`config.mk`:
```
export PLATFORM = sky130hd
export DESIGN_NAME = ones_detect_ctrl
export DESIGN_NICKNAME = d
export VERILOG_FILES = /design/src/rtl/ones_detect_pkg.sv /design/src/rtl/ones_run_counter.sv /design/src/rtl/ones_detect_ctrl.sv
export SDC_FILE = /design/constraint.sdc
export NUM_CORES = 1
export LEC_CHECK = 0
export BUFFER_PORTS_ARGS = -buffer_cell sky130_fd_sc_hd__clkbuf_2
export CORE_ASPECT_RATIO = 0.75
export CORE_MARGIN = 10
export CORE_UTILIZATION = 27
export DETAILED_ROUTE_END_ITERATION = 8
export SYNTH_ARGS = -nofsm -noshare
export SYNTH_HDL_FRONTEND = slang
export SYNTH_SLANG_ARGS = --single-unit
```
`constraint.sdc`:
```
create_clock -name clock -period 2.05 [get_ports clock]
set_input_delay 0.205 -clock clock [delete_from_list [all_inputs] [get_ports clock]]
set_output_delay 0.205 -clock clock [all_outputs]
set_load 0.1 [all_outputs]
```
`src/rtl/ones_detect_pkg.sv`:
```
// rtl/ones_detect_pkg.sv - shared state encoding and default widths for the consecutive-ones detector
package ones_detect_pkg;

    localparam int CNT_W = 4;
    localparam int EVT_W = 8;

    typedef enum logic [1:0] {
        S_IDLE  = 2'b00,
        S_ARMED = 2'b01,
        S_MATCH = 2'b10,
        S_DONE  = 2'b11
    } state_t;

endpackage

```
`src/rtl/ones_run_counter.sv`:
```
// rtl/ones_run_counter.sv - saturating up-counter with clear, increment and limit
module ones_run_counter #(
    parameter int W = 4
) (
    input  logic         clock,
    input  logic         reset,
    input  logic         clear,
    input  logic         inc,
    input  logic [W-1:0] limit,
    output logic [W-1:0] count,
    output logic         hit
);

    assign hit = (count == limit);

    // clear wins over inc; once at the limit the count holds instead of wrapping
    always_ff @(posedge clock or negedge reset) begin
        if (!reset) begin
            count <= '0;
        end else if (clear) begin
            count <= '0;
        end else if (inc && !hit) begin
            count <= count + W'(1);
        end
    end

endmodule

```
`src/rtl/ones_detect_ctrl.sv`:
```
// rtl/ones_detect_ctrl.sv - start/stop sequenced consecutive-ones detector with event quota
module ones_detect_ctrl #(
    parameter int CNT_W = ones_detect_pkg::CNT_W,
    parameter int EVT_W = ones_detect_pkg::EVT_W
) (
    input  logic             clock,
    input  logic             reset,
    input  logic             start,
    input  logic             stop,
    input  logic [CNT_W-1:0] cfg_len,
    input  logic [EVT_W-1:0] cfg_evt,
    input  logic             x_in,
    output logic [1:0]       state_out,
    output logic [CNT_W-1:0] run_cnt,
    output logic [EVT_W-1:0] evt_cnt,
    output logic             y,
    output logic             busy,
    output logic             done
);

    import ones_detect_pkg::*;

    state_t           state_q;
    state_t           state_d;
    logic [CNT_W-1:0] len_q;
    logic [EVT_W-1:0] evt_q;

    logic latch_cfg;
    logic run_clr;
    logic run_inc;
    logic run_hit;
    logic evt_clr;
    logic evt_inc;
    logic evt_hit;
    logic run_reach;
    logic quota_met;

    // the next 1 lands exactly on the threshold
    assign run_reach = (({1'b0, run_cnt} + {{CNT_W{1'b0}}, 1'b1}) == {1'b0, len_q});
    assign quota_met = (evt_q != '0) && (evt_cnt == evt_q);

    always_ff @(posedge clock or negedge reset) begin
        if (!reset) begin
            state_q <= S_IDLE;
        end else begin
            state_q <= state_d;
        end
    end

    // a zero threshold would never match, so it is stored as one
    always_ff @(posedge clock or negedge reset) begin
        if (!reset) begin
            len_q <= '0;
            evt_q <= '0;
        end else if (latch_cfg) begin
            len_q <= (cfg_len == '0) ? CNT_W'(1) : cfg_len;
            evt_q <= cfg_evt;
        end
    end

    always_comb begin
        state_d   = state_q;
        latch_cfg = 1'b0;
        run_clr   = 1'b0;
        run_inc   = 1'b0;
        evt_clr   = 1'b0;
        evt_inc   = 1'b0;
        if (stop) begin
            state_d = S_IDLE;
            run_clr = 1'b1;
        end else begin
            case (state_q)
                S_IDLE, S_DONE: begin
                    if (start) begin
                        latch_cfg = 1'b1;
                        run_clr   = 1'b1;
                        evt_clr   = 1'b1;
                        state_d   = S_ARMED;
                    end
                end
                S_ARMED: begin
                    if (x_in) begin
                        run_inc = 1'b1;
                        if (run_reach) begin
                            evt_inc = !evt_hit;
                            state_d = S_MATCH;
                        end
                    end else begin
                        run_clr = 1'b1;
                    end
                end
                S_MATCH: begin
                    if (x_in) begin
                        run_inc = !run_hit;
                    end else begin
                        run_clr = 1'b1;
                        state_d = quota_met ? S_DONE : S_ARMED;
                    end
                end
                default: begin
                    state_d = S_IDLE;
                    run_clr = 1'b1;
                end
            endcase
        end
    end

    ones_run_counter #(.W(CNT_W)) u_run_cnt (
        .clock (clock),
        .reset (reset),
        .clear (run_clr),
        .inc   (run_inc),
        .limit (len_q),
        .count (run_cnt),
        .hit   (run_hit)
    );

    ones_run_counter #(.W(EVT_W)) u_evt_cnt (
        .clock (clock),
        .reset (reset),
        .clear (evt_clr),
        .inc   (evt_inc),
        .limit ({EVT_W{1'b1}}),
        .count (evt_cnt),
        .hit   (evt_hit)
    );

    assign state_out = state_q;
    assign y         = (state_q == S_MATCH);
    assign busy      = (state_q == S_ARMED) || (state_q == S_MATCH);
    assign done      = (state_q == S_DONE);

endmodule

```
After elaboration in Yosys (flattened, before gate mapping)
Index checks and enable logic that the tools add are counted.

storage, ports and cells
  bits in registers = 26
  output and inout bits = 17
  word-level logic and storage cells = 59

operators by class
  $add $sub $neg = 3
  eq/ne operators = 11
  muxes and demuxes = 26
  reductions and logical operators = 14

operator list
  cell                 count
  $mux 8               2
  $mux 1               12
  $mux 2               6
  $mux 4               3
  $ne 3x3->1 const B   4
  $add 8x1->8 const B  1
  $eq 8x8->1           1
  $eq 8x8->1 const B   1
  $reduce_bool 8->1    1
  $pmux 2 s3           1
  $add 4x1->5 const B  1
  $eq 5x4->1           1
  $add 4x1->4 const B  1
  $eq 2x2->1 const B   2
  $eq 4x4->1           1
  $logic_not 4->1      1
  $pmux 1 s2           2
  $reduce_and 4->1     1
  $reduce_bool 2->1    2
  $reduce_or 2->1      2
  $logic_and 1x1->1    3
  $eq 2x1->1 const B   1
  $logic_not 1->1      2
  $logic_not 2->1      1
  $logic_or 1x1->1     1

Logic depth before layout (Yosys ltp)
  word-level depth = 9
  gate-level depth with buffers = 7
  depth with buffers taken out = 7

Hierarchy
A second synthesis with hierarchy kept.

second synthesis, totals
  cell total of the unflattened synthesis = 163
  area total of the unflattened synthesis = 1694.1 um^2

by module, submodules not included
  module                        times used  cells each  area an instance (um^2)
  ones_detect_ctrl              1           85          882.1
  ones_run_counter (u_evt_cnt)  1           55          548.0
  ones_run_counter (u_run_cnt)  1           23          264.0

Worst setup path after synthesis
Ideal clock, no wire load.

  path type = reg-to-reg
  start = reg state_q[0] (netlist: state_out[0])
  end = reg state_q[1] (netlist: state_out[1])
  library setup time = 126 ps
  arrival = 2867 ps
  data required time = 1924 ps
  path slack = -943 ps
  cell stages (with the launch flop) = 7
  buffers on the path = 0
  period minus slack after synthesis = 2993 ps
  cells stage by stage = dfrtp_1 > inv_1 > ha_1 > inv_1 > o21ai_0 > and3_1 > a311o_1

on the way
  word-level cells in the longest chain between the ends = 4
  elaborated cells between the ends (all ways) = 12

RTL lines
  item                                                         RTL line                text
  start: declaration                                           ones_detect_ctrl.sv:23  state_t state_q;
  start signal: assignment                                     ones_detect_ctrl.sv:46  state_q <= state_d;
  $eq 2x2->1 / $logic_not 2->1 (equally long branches)         ones_detect_ctrl.sv:72  case (state_q)
  $reduce_or 2->1                                              ones_detect_ctrl.sv:72
  $ne 3x3->1 (no line) / $pmux 2 s3 (equally long branches)    -
  $reduce_and 4->1 (no line) / $mux 2 (equally long branches)  -

Several ways; a longest one is shown, not always the timed one.
A chain may end at the register's enable or synchronous reset.

Worst setup path after layout
  start = reg u_evt_cnt.count[0]
  end = reg u_evt_cnt.count[7]

on the way
  word-level cells in the longest chain between the ends = 8
  elaborated cells between the ends (all ways) = 11

RTL lines
  item                         RTL line                                        text
  start: declaration           ones_run_counter.sv:10                          output logic [W-1:0] count,
  start signal: assignment     ones_run_counter.sv:23                          count <= count + W'(1);
  $eq 8x8->1                   ones_run_counter.sv:14                          assign hit = (count == limit);
  $logic_not 1->1              ones_run_counter.sv:22, ones_detect_ctrl.sv:85
  $mux 1                       ones_detect_ctrl.sv:84                          if (run_reach) begin
  $mux 1                       ones_detect_ctrl.sv:82                          if (x_in) begin
  $mux 1                       ones_detect_ctrl.sv:72
  $mux 1                       ones_detect_ctrl.sv:68                          if (stop) begin
  $logic_and 1x1->1            ones_run_counter.sv:22                          end else if (inc && !hit) begin
  $reduce_bool 2->1 (no line)  -

Several ways; a longest one is shown, not always the timed one. The select of a mux whose other input is x is not followed.

==> results_dict.tcl <==
set metrics [dict create \
    final.period_utilization_pct 97.4 \
    initial_core_util_pct 28.2 \
    seqPwrFrac_pct 47.9 \
    hpwl_um 3020 \
    cts.sinks 26 \
    drv_cap 0 \
    timing.rr.end "u_evt_cnt.count[7]" \
    first_pass_iters 4 \
    synth_top_family_by_area "simple AND/OR/NAND/NOR gates" \
    cts-root-buf "clkbuf_8" \
    routedWlPerCell_um 14.4 \
    synth_area_um2 1520 \
    cts_buffers 3 \
    fmax_mhz 501 \
    rows 23 \
    syn-num-nets 166 \
    cts_tree "yes" \
    clk_pin_slew_ns 0.10 \
    grt_pass1_vias 1249 \
    reg2reg_slack_ns 0.05 \
    routed_via_density 4.58 \
    port_buffers 33 \
    synth_compound_area_share_pct 9.44 \
    power_frac_comb_pct 28.9 \
    clkPwrFrac_pct 23.2 \
    antenna_found_initial 0 \
    ys_warn_count 0 \
    internal_power_uw 893 \
    holdPathEnd "evt_q[2]" \
    placedCellCount 260 \
    r2r-start "u_evt_cnt.count[0]" \
    synth_xor_area_share_pct 13.0 \
    grt_pass1_wl_um 6380 \
    synth-simple-area-share_pct 16.7 \
    sw_frac_of_total_pct 33.1 \
    totalWireLength_um 3870 \
    path_class "flip-flop to flip-flop" \
    synthDistinctLibCells 36 \
    crit_path_max_fanout 5 \
    ys_ff_latch 26 \
    tightest_slew_ns 0.671 \
    fin_hold_ws_ns 0.157 \
    gr-usage-all-layers_pct 8.47 \
    status "finished clean" \
    drc_errors 0 \
    fp.dieW_um 107 \
    fin_cells 268 \
    multi_input_area_um2 870 \
    finalCriticalPeriod_ns 2.00 \
    peakVddDrop_uv 299 \
    rr_worst_depth 7 \
    slowest_delay_ns 0.50 \
    die-height_um 85.1 \
    ff_latch_area_um2 686 \
    cts_buffer_depth 2 \
    num-nets-final 216 \
    critPathRequiredTime_ns 2.25 \
    grt-ovfl-total 0 \
    cts.htree.levels 1 \
    p_leak_uw 0.000874 \
    p_per_area_nw_per_um2 653 \
    arrival_ns 2.19 \
    drive_gt1_share_pct 47.2 \
    power_switching_uw 443 \
    syn_to_final_growth_pct 34.2 \
    holdCritStartpoint "cfg_evt[2]" \
    finalHoldViolCount 0 \
    io_pins 34 \
    startpoint_type "flip-flop" \
    ant_nets 0 \
    die-area_um2 9080 \
    crit_path_end_kind "flip-flop" \
    syn-instance-count 144 \
    fin_skew_ns 0.00886 \
    rsz0062_at_grt "yes" \
    worstPathCellList "ha_4 -> and3_1 -> a2111o_1 -> nor4_4 -> buf_4 -> nand3_1 -> a21oi_1" \
    core-area_um2 5410 \
    cp_slowest_cell "dfrtp_4" \
    avgSynthCellArea_um2 10.6 \
    synthMuxAreaShare_pct 9.52 \
    whs_path_depth 2 \
    final-setup-viol-count 0 \
    dr_total_vias 1228 \
    gp_congestion 0.824 \
    clock_latency_ns 0.28 \
    grt_max_degree 27 \
    maxSlewHeadroom_pct 55.3 \
    hold_class "primary input to flip-flop" \
    diodes 0 \
    fillers 569 \
    drt_iter0_markers 54 \
    slew_violations 0 \
    yosys.area_share.adder_pct 4.11 \
    ys_seq_area_share_pct 42.7 \
]
-- power by group through the flow --
| stage | clock, uW | combinational (uW) | sequential, uW |
|---|---|---|---|
| after floorplan | 0 | 228 | 675 |
| after global placement | 0 | 366 | 646 |
| after detailed placement | 0 | 368 | 648 |
| after CTS | 321 | 374 | 637 |
| after global routing | 346 | 420 | 651 |
| final | 310 | 386 | 640 |
-- registers in the layout (all words and copies together), names as in the netlist --
name,cells
evt_q,8
len_q,4
state_out,2
u_evt_cnt.count,8
u_run_cnt.count,4
-- synthesized netlist by cell type --
master	instances	area (um^2)
dfrtp_1	26	651
nor2_1	13	48.8
xnor2_1	13	114
mux2_2	12	135
inv_1	11	41.3
a21oi_1	7	35.0
ha_1	5	62.6
nand3_1	5	25.0
nor3_1	5	25.0
nor4_1	5	31.3
xor2_1	5	43.8
and3_1	4	25.0
nand2_1	4	15.0
nand4_1	3	18.8
a21o_2	2	17.5
o211ai_1	2	15.0
o21ai_0	2	10.0
o22a_1	2	17.5
a2111o_1	1	11.3
a211oi_1	1	7.51
a311o_1	1	10.0
a31o_1	1	8.76
and2_1	1	6.26
and4_1	1	8.76
buf_1	1	3.75
buf_2	1	5.00
buf_4	1	7.51
buf_6	1	11.3
mux2i_1	1	10.0
nor3_2	1	10.0
nor3b_1	1	7.51
nor4_2	1	12.5
nor4_4	1	21.3
o2111a_1	1	11.3
xnor2_2	1	16.3
xor3_1	1	23.8
-- critical path: cells and delay by family, from the launching register on --
| family | cells | cell delay, ns |
|---|---|---|
| and+or+nand+nor | 3 | 0.44 |
| buffers and inverters | 1 | 0.17 |
| AOI/OAI and AO/OA | 2 | 0.63 |
| DFF | 1 | 0.50 |
| adders and majority gates | 1 | 0.17 |
-- logic make-up (layout without fill, tap and decap cells) --
family / count (synthesis) / count (layout)
multiplexers: 13 / 13
AND/OR/NAND/NOR: 45 / 45
flip-flops: 26 / 26
adder cells (fa/ha/maj): 5 / 5
XOR/XNOR: 20 / 20
buffers and inverters: 15 / 64
AO/OA/AOI/OAI: 20 / 20
-- worst max-delay path by stage --
| stage | cells after the start | start | to | slack, ns |
|---|---|---|---|---|
| final | 7 | u_evt_cnt.count[0] | u_evt_cnt.count[7] | 0.05 |
| after global routing | 8 | u_run_cnt.count[0] | u_evt_cnt.count[5] | -0.06 |
| after CTS | 7 | u_evt_cnt.count[0] | u_evt_cnt.count[7] | 0.02 |
| after detailed placement | 6 | u_evt_cnt.count[0] | u_evt_cnt.count[6] | -0.03 |
| after global placement | 6 | u_evt_cnt.count[0] | u_evt_cnt.count[6] | 0.05 |
| after floorplan | 6 | u_run_cnt.count[0] | state_out[1] | -0.21 |
-- timing repair --
action | 4_1_cts | 5_1_grt
hold buffers | 1 | 0
gates resized for setup | 1 | 4
pin swaps | 1 | 1
endpoints found under the hold margin | 26 | 0
setup endpoints to repair | 2 | 6
buffers inserted | 0 | 3
-- final cells by class --
cell class,count,share of cell area [%]
Timing Repair Buffer,49,14.9
Multi-Input combinational cell,103,42.5
Tap cell,75,4.59
Sequential cell,26,33.5
Inverter,11,2.32
Clock buffer,4,2.20
-- placed cells by master, fill, tap and decap left out, drive strengths merged, types with 2 or more instances in the layout --
cell type / Yosys / layout
a21o: 2 / 2
a21oi: 7 / 7
and3: 4 / 4
buf: 4 / 15
clkbuf: 0 / 37
dfrtp: 26 / 26
ha: 5 / 5
inv: 11 / 10
mux2: 12 / 12
nand2: 4 / 4
nand3: 5 / 5
nand4: 3 / 3
nor2: 13 / 13
nor3: 6 / 6
nor4: 7 / 7
o211ai: 2 / 2
o21ai: 2 / 2
o22a: 2 / 2
xnor2: 14 / 14
xor2: 5 / 5
-- stage by stage --
stage	total power, uW	cell area (um^2)	utilization (%)	setup WS (ns)	setup TNS (ns)
final	1340	2050	37.8	0.0534	0
after global routing	1420	2050	37.8	-0.0581	-0.141
after CTS	1330	1990	36.9	0.0189	0
after detailed placement	1020	1930	35.7	-0.0305	-0.0305
after global placement	1010	1930	35.7	0.0481	0
after floorplan	903	1600	-	-0.206	-1.06
-- layer usage --
layer / up-vias / part of all wire [%] / track usage, %
li1: 611 / - / -
met2: 32 / 40 / 11.6
met3: 2 / 9.2 / 4.00
met4: 0 / 0.10 / 0.736
met1: 583 / 50 / 12.0
met5: - / 0 / 0
Power figures use the tool's default switching activity.
